`src/rtl/bus_if.sv`:
```
// Valid/ready word bus between an upstream master and the receive buffer.
interface bus_if #(
  parameter int WIDTH = 32
);
  logic [WIDTH-1:0] data;
  logic             valid;
  logic             ready;

  modport master (
    output data,
    output valid,
    input  ready
  );

  modport slave (
    input  data,
    input  valid,
    output ready
  );
endinterface

```
`src/rtl/bus_slave.sv`:
```
// Receive-side bus slave: accepts words over a valid/ready bus into a small
// FIFO, presents the oldest word downstream, and counts accepted transfers.
module bus_slave #(
  parameter int WIDTH = 32,
  parameter int DEPTH = 4
) (
  input  logic                     clk,
  input  logic                     reset_n,
  bus_if.slave                     bus,
  input  logic                     flush,
  output logic [WIDTH-1:0]         out_data,
  output logic                     out_valid,
  input  logic                     out_ready,
  output logic [$clog2(DEPTH):0]   level,
  output logic [15:0]              rx_count
);

  localparam int PW = $clog2(DEPTH);
  localparam int LW = PW + 1;

  logic [WIDTH-1:0] mem [DEPTH];
  logic [PW-1:0]    wr_ptr;
  logic [PW-1:0]    rd_ptr;
  logic             full;
  logic             push;
  logic             pop;

  // Ready comes only from stored occupancy and flush so a master can never
  // loop valid back into ready; reset_n gating holds it low while in reset.
  always_comb begin
    full      = (level == LW'(DEPTH));
    bus.ready = reset_n && !full && !flush;
    push      = bus.valid && bus.ready;
    out_valid = (level != '0);
    pop       = out_valid && out_ready && !flush;
    out_data  = mem[rd_ptr];
  end

  // Pointers, occupancy and transfer counter; flush wins over push/pop but
  // never touches the counter (push is already blocked while flushing).
  always_ff @(posedge clk or negedge reset_n) begin
    if (!reset_n) begin
      wr_ptr   <= '0;
      rd_ptr   <= '0;
      level    <= '0;
      rx_count <= '0;
    end else if (flush) begin
      wr_ptr <= '0;
      rd_ptr <= '0;
      level  <= '0;
    end else begin
      if (push) begin
        wr_ptr   <= wr_ptr + PW'(1);
        rx_count <= rx_count + 16'd1;
      end
      if (pop) begin
        rd_ptr <= rd_ptr + PW'(1);
      end
      case ({push, pop})
        2'b10:   level <= level + LW'(1);
        2'b01:   level <= level - LW'(1);
        default: level <= level;
      endcase
    end
  end

  // Word storage has no reset; only entries between the pointers are meaningful.
  always_ff @(posedge clk) begin
    if (push) begin
      mem[wr_ptr] <= bus.data;
    end
  end

endmodule

```
`src/flat_wrapper.sv`:
```
// flat-port wrapper written by rule: the top's interface ports become plain ports
module bus_slave_flat 
#(
  parameter int WIDTH = 32,
  parameter int DEPTH = 4
)
  (clk, reset_n, flush, out_data, out_valid, out_ready, level, rx_count, bus_data, bus_valid, bus_ready);
  bus_if #(.WIDTH(WIDTH)) bus_i ();
  input  logic clk;
  input  logic reset_n;
  input  logic flush;
  output logic [WIDTH-1:0] out_data;
  output logic out_valid;
  input  logic out_ready;
  output logic [$clog2(DEPTH):0] level;
  output logic [15:0] rx_count;
  input wire logic [$bits(bus_i.data)-1:0] bus_data;
  input wire logic [$bits(bus_i.valid)-1:0] bus_valid;
  output wire logic [$bits(bus_i.ready)-1:0] bus_ready;
  assign bus_i.data = bus_data;
  assign bus_i.valid = bus_valid;
  assign bus_ready = bus_i.ready;
  bus_slave #(.WIDTH(WIDTH), .DEPTH(DEPTH)) u_core (.clk(clk), .reset_n(reset_n), .bus(bus_i), .flush(flush), .out_data(out_data), .out_valid(out_valid), .out_ready(out_ready), .level(level), .rx_count(rx_count));
endmodule
```
`config.mk`:
```
export PLATFORM = sky130hd
export DESIGN_NAME = bus_slave_flat
export DESIGN_NICKNAME = d
export VERILOG_FILES = /design/src/rtl/bus_if.sv /design/src/rtl/bus_slave.sv /design/src/flat_wrapper.sv
export SDC_FILE = /design/constraint.sdc
export NUM_CORES = 1
export LEC_CHECK = 0
export CAP_MARGIN = 0
export CORE_UTILIZATION = 45
export DETAILED_ROUTE_END_ITERATION = 8
export MAX_ROUTING_LAYER = met4
export PLACE_DENSITY = 0.66
export SLEW_MARGIN = 40
export SYNTH_ARGS = -nofsm -noshare
export SYNTH_HDL_FRONTEND = slang
export SYNTH_SLANG_ARGS = --single-unit
export TNS_END_PERCENT = 50
```
`constraint.sdc`:
```
create_clock -name clk -period 6.4 [get_ports clk]
set_input_delay 0.64 -clock clk [delete_from_list [all_inputs] [get_ports clk]]
set_output_delay 0.64 -clock clk [all_outputs]
set_load 0.05 [all_outputs]
```
======== Yosys cells after proc, flatten, opt, wreduce, memory -nomap -nowiden ========
Memories as Yosys holds them, arrays and structs flattened.
Index checks and enable logic that the tools add are counted.
operators by class
  equal/unequal tests ..................... 3
  magnitude comparators ................... 0
  reduce and logical (&&, ||, !) cells .... 12
  shift-type cells ........................ 0
  multipliers ............................. 0
  muxes and demuxes ....................... 8
  divide/modulo/power cells ............... 0
  add/subtract/negate cells ............... 5
  bitwise logic cells ..................... 1
operators with widths
  operator               number
  $add 16x1->16 const B  1
  $mux 2                 4
  $pmux 3 s2             1
  $reduce_bool 3->1      2
  $logic_and 1x1->1      5
  $add 2x1->2 const B    2
  $reduce_bool 2->1      2
  $add 3x1->3 const B    1
  $eq 3x3->1 const B     1
  $mux 3                 1
  $sub 3x1->3 const B    1
  $eq 2x1->1 const B     1
  $eq 2x2->1 const B     1
  $logic_not 1->1        2
  $mux 1                 2
  $reduce_and 2->1       1
  $not 1->1              1
word-level totals
  output and inout port bits .............. 53
  bits in read-only memories .............. 0
  bits in latches ......................... 0
  memory bits (writable) .................. 128
  flip-flop bits (word level) ............. 23
  logic and storage cells ................. 34
  input bits .............................. 37
  memories kept ........................... 1
memories
  name        depth  bits a word  read ports  clocked after Yosys merged registers in  wr ports  line             source
  u_core.mem  4      32           1           0                                        1         bus_slave.sv:21  logic [WIDTH-1:0] mem [DEPTH];

======== Longest topological paths before layout ========
  depth in word-level cells ............... 8
  depth in mapped cells ................... 9
  depth with buffers taken out ............ 7

======== Worst setup path after synthesis ========
No wires, ideal clock.
  path kind ............................... flip-flop to flip-flop
  start ................................... reg u_core.level[0]
  end ..................................... mem u_core.mem[0][0], enable pin
  buffers on the path ..................... 2
  setup slack ............................. 3699 ps
  arrival time ............................ 2309 ps
  setup time .............................. 392 ps
  stages on the path, launching flop included .. 6
  clock period less this slack ............ 2701 ps
  required time ........................... 6008 ps
  path through ............................ dfrtp_1 -> or3b_4 -> and4b_4 -> buf_6 -> buf_2 -> and2_1
between the ends
  longest elaborated chain between the ends .. 7
ends and longest elaborated chain
  item                            line             source
  start, declared                 bus_slave.sv:14  output logic [$clog2(DEPTH):0] level,
  start signal, assigned          bus_slave.sv:60  2'b10: level <= level + LW'(1);
  start signal, assigned          bus_slave.sv:61  2'b01: level <= level - LW'(1);
  start signal, assigned          bus_slave.sv:62  default: level <= level;
  $eq 3x3->1                      bus_slave.sv:31  full = (level == LW'(DEPTH));
  $logic_not 1->1                 bus_slave.sv:32  bus.ready = reset_n && !full && !flush;
  $logic_and 1x1->1 (2 in a row)  bus_slave.sv:32
  $logic_and 1x1->1               bus_slave.sv:33  push = bus.valid && bus.ready;
  $mux 1                          bus_slave.sv:69  if (push) begin
  $mux 1 (implied by the code)    bus_slave.sv:70  mem[wr_ptr] <= bus.data;
  end, declared                   bus_slave.sv:21
Every way passes these cells.

======== Worst setup path in the final report ========
  start ................................... reg u_core.rd_ptr[0]
  end ..................................... out out_data[22]
between the ends
  longest elaborated chain between the ends .. 1
ends and longest elaborated chain
  item                    line                source
  start, declared         bus_slave.sv:23     logic [PW-1:0] rd_ptr;
  start signal, assigned  bus_slave.sv:57     rd_ptr <= rd_ptr + PW'(1);
  $mem_v2 4x32            --
  end, declared           flat_wrapper.sv:12  output logic [WIDTH-1:0] out_data;
Every way passes these cells.

==> impl_metrics.json <==
{
  "outcome": "finished, final reports clean",
  "period_minus_slack_ns": 3.31,
  "nNetsFinal": 421,
  "synth_top_cells_by_area": "edfxtp_1, mux4_2, dfrtp_1, xor2_1, ha_1",
  "io_pins": 90,
  "end_kind": "output port",
  "core_sq_um": 12600,
  "cap_violations": 0,
  "grt-ovfl-total": 0,
  "routedWlPerCell_microns": 17.9,
  "ys_types": 33,
  "ir_drop_mv": 0.334,
  "hold_viol_final": 0,
  "num_rows": 41,
  "yosysTopAreaCellShare_pct": 66.0,
  "maxSlewViolCount": 0,
  "final-setup-viol-count": 0,
  "dieArea_sq_um": 13400,
  "ys_ff_latch": 151,
  "remaining_drc_errors": 0,
  "antenna-diode-count": 0,
  "slew_headroom_pct": 53.4,
  "rr_worst_depth": 7,
  "die_w_microns": 116,
  "final_cells": 563,
  "finalWirelength_microns": 10100,
  "port_buffers": 89,
  "clock_skew_ns": 0.0130,
  "synth_nets": 323,
  "holdWs_ns": 0.493,
  "cts_buffers": 17,
  "drive_above_1_share_pct": 18.9,
  "tightestPinTransition_ns": 0.699,
  "final_util_pct": 59.0,
  "final.setup.tns_ns": 0,
  "cts-resized-gates": 0,
  "grt_usage_pct": 17.0,
  "first_pass_iters": 4,
  "area_delta_synth_final_pct": 27.9,
  "drt_first_iter_violations": 158,
  "cts_tree": "yes",
  "place_hpwl_microns": 5840,
  "cts-root-buf": "clkbuf_16",
  "clk_path_buf_depth": 2,
  "clock_sinks": 151,
  "critical_path.startpoint_type": "flop",
  "holdPathStages": 1,
  "p_leak_nw": 2.54,
  "place_inst": 531,
  "powerDensity_nw_per_um2": 398,
  "final_antenna_net_count": 0,
  "fmax_mhz": 302,
  "critPathArrivalTime_ns": 2.67,
  "die_h_microns": 116,
  "fin_crit_sh_pct": 51.7,
  "holdCritPathClass": "reg2reg",
  "grt_pass1_vias": 2975,
  "gp_congestion": 0.706,
  "cts_setup_buffers": 0,
  "cts_hold_buf": 0,
  "required_ns": 5.76,
  "vias": 2865,
  "ctsHtreeMaxLevel": 4,
  "power.total_mw": 2.96,
  "grt_max_degree": 35,
  "clock_latency_ns": 0.41,
  "yosysTopAreaCell": "edfxtp_1",
  "synth_seq_area_share_pct": 75.9,
  "ys_warn_count": 0,
  "start_util_pct": 46.1,
  "critPathKind": "reg2out",
  "cp_max_fo": 34,
  "rsz0062_at_grt": "false",
  "antenna_found_initial": 0,
  "synthCells": 280,
  "avgViaCountPerCell": 5.09,
  "grt_pass1_wl_microns": 15700,
  "syn_area_sq_um": 5820,
  "path_clk_slew_ns": 0.06,
  "avgSynthCellArea_sq_um": 20.8
}
==> stage by stage <==
stage                     worst slack (ns)  cell area (sq um)
after floorplan                       3.70               5820
after global routing                  2.96               7450
after CTS                             3.02               7450
final                                 3.09               7450
after detailed placement              3.29               6900
after global placement                3.33               6890
==> registers in the layout, summed over array words and instances (netlist names) <==
signal and count:
u_core.level 3, u_core.mem 128, u_core.rd_ptr 2, u_core.rx_count 16, u_core.wr_ptr 2
==> synth_stat cells <==
library cell and count:
nor3b_1 1, o31ai_1 1, inv_1 6, buf_2 4, xnor2_1 6, clkbuf_1 7
mux2_1 1, or3_1 2, and4b_4 1, buf_6 1, o31ai_2 1, ha_1 5
nor2b_1 2, mux2_2 2, or3b_4 1, nand3_1 5, fa_1 1, mux2_4 1
xor2_1 11, nor3_1 7, nand2_1 5, and4_1 1, and3b_1 1, xor2_2 1
mux2i_1 2, mux4_2 32, and4b_1 1, and2_1 6, nor2_1 10, dfrtp_1 23
nand4_1 2, edfxtp_1 128, nand2b_1 2
==> cells by family after synthesis <==
kind of cell               Yosys count  share of synthesized area (%)
muxes                               38                           13.6
DFF                                151                           75.9
AOI/OAI and AO/OA                    2                          0.344
xor gates and xnor gates            18                           2.84
and+or+nand+nor                     47                           4.54
adders and majority gates            6                           1.42
buffers and inverters               18                           1.38
==> metal layers <==
metal	wire (microns)	global-route usage, %	vias up
li1	-	-	1304
met1	4640	21.5	1464
met2	4830	26.0	86
met3	488	5.28	11
met4	123	6.32	0
met5	0	-	-
==> report_power, final <==
| group | internal, mW | switching (mW) | total [mW] |
|---|---|---|---|
| Sequential | 1.12 | 0.0445 | 1.16 |
| Clock | 0.565 | 0.360 | 0.925 |
| Combinational | 0.347 | 0.530 | 0.877 |
| Total | 2.03 | 0.935 | 2.96 |
==> cells in the final DEF (no fill, tap or decap), types with 2 or more instances in the layout <==
cell type and count:
clkinv_1 2, xnor2_1 6, nand2b_1 2, nor3_1 7
nand4_1 2, mux2_2 2, xor2_1 11, or3_1 2
bufinv_16 2, dfrtp_1 21, mux2i_1 2, and2_4 4
edfxtp_1 128, clkbuf_1 3, ha_1 5, mux4_2 32
nand2_1 5, nand3_1 5, buf_4 2, nor2b_1 2
clkbuf_16 17, clkdlybuf4s50_1 89, nor2_1 10, clkinv_2 7
and2_1 2, inv_1 6
==> critical path, cell delays in order, from the launching register on <==
cell	delay [ns]
dfrtp_2	0.33
buf_4	0.56
mux4_2	0.62
clkdlybuf4s50_1	0.72
==> cell type report <==
class                      count  area, sq um
fill                         985         5170
sequential                   151         4420
multi-input combinational    111         1330
timing repair buffer          91          906
clock buffer                  20          437
tap                          172          215
clock inverter                12          110
inverter                       6         22.5
==> final timing paths <==
path | startpoint | endpoint | slack [ns]
worst max-delay path | u_core.rd_ptr[0]$_DFFE_PN0P_ | out_data[22] | 3.09
worst min-delay path | u_core.rx_count[15]$_DFFE_PN0P_ | u_core.rx_count[15]$_DFFE_PN0P_ | 0.49
worst max register to register | u_core.level[0]$_DFFE_PN0P_ | u_core.level[2]$_DFFE_PN0P_ | 4.05
worst min register to register | u_core.rx_count[15]$_DFFE_PN0P_ | u_core.rx_count[15]$_DFFE_PN0P_ | 0.49
max in group asynchronous | reset_n | u_core.rd_ptr[1]$_DFFE_PN0P_ | 5.53
min in group asynchronous | reset_n | u_core.rx_count[13]$_DFFE_PN0P_ | 0.58
Note: power is estimated with default switching activity, not from simulation.
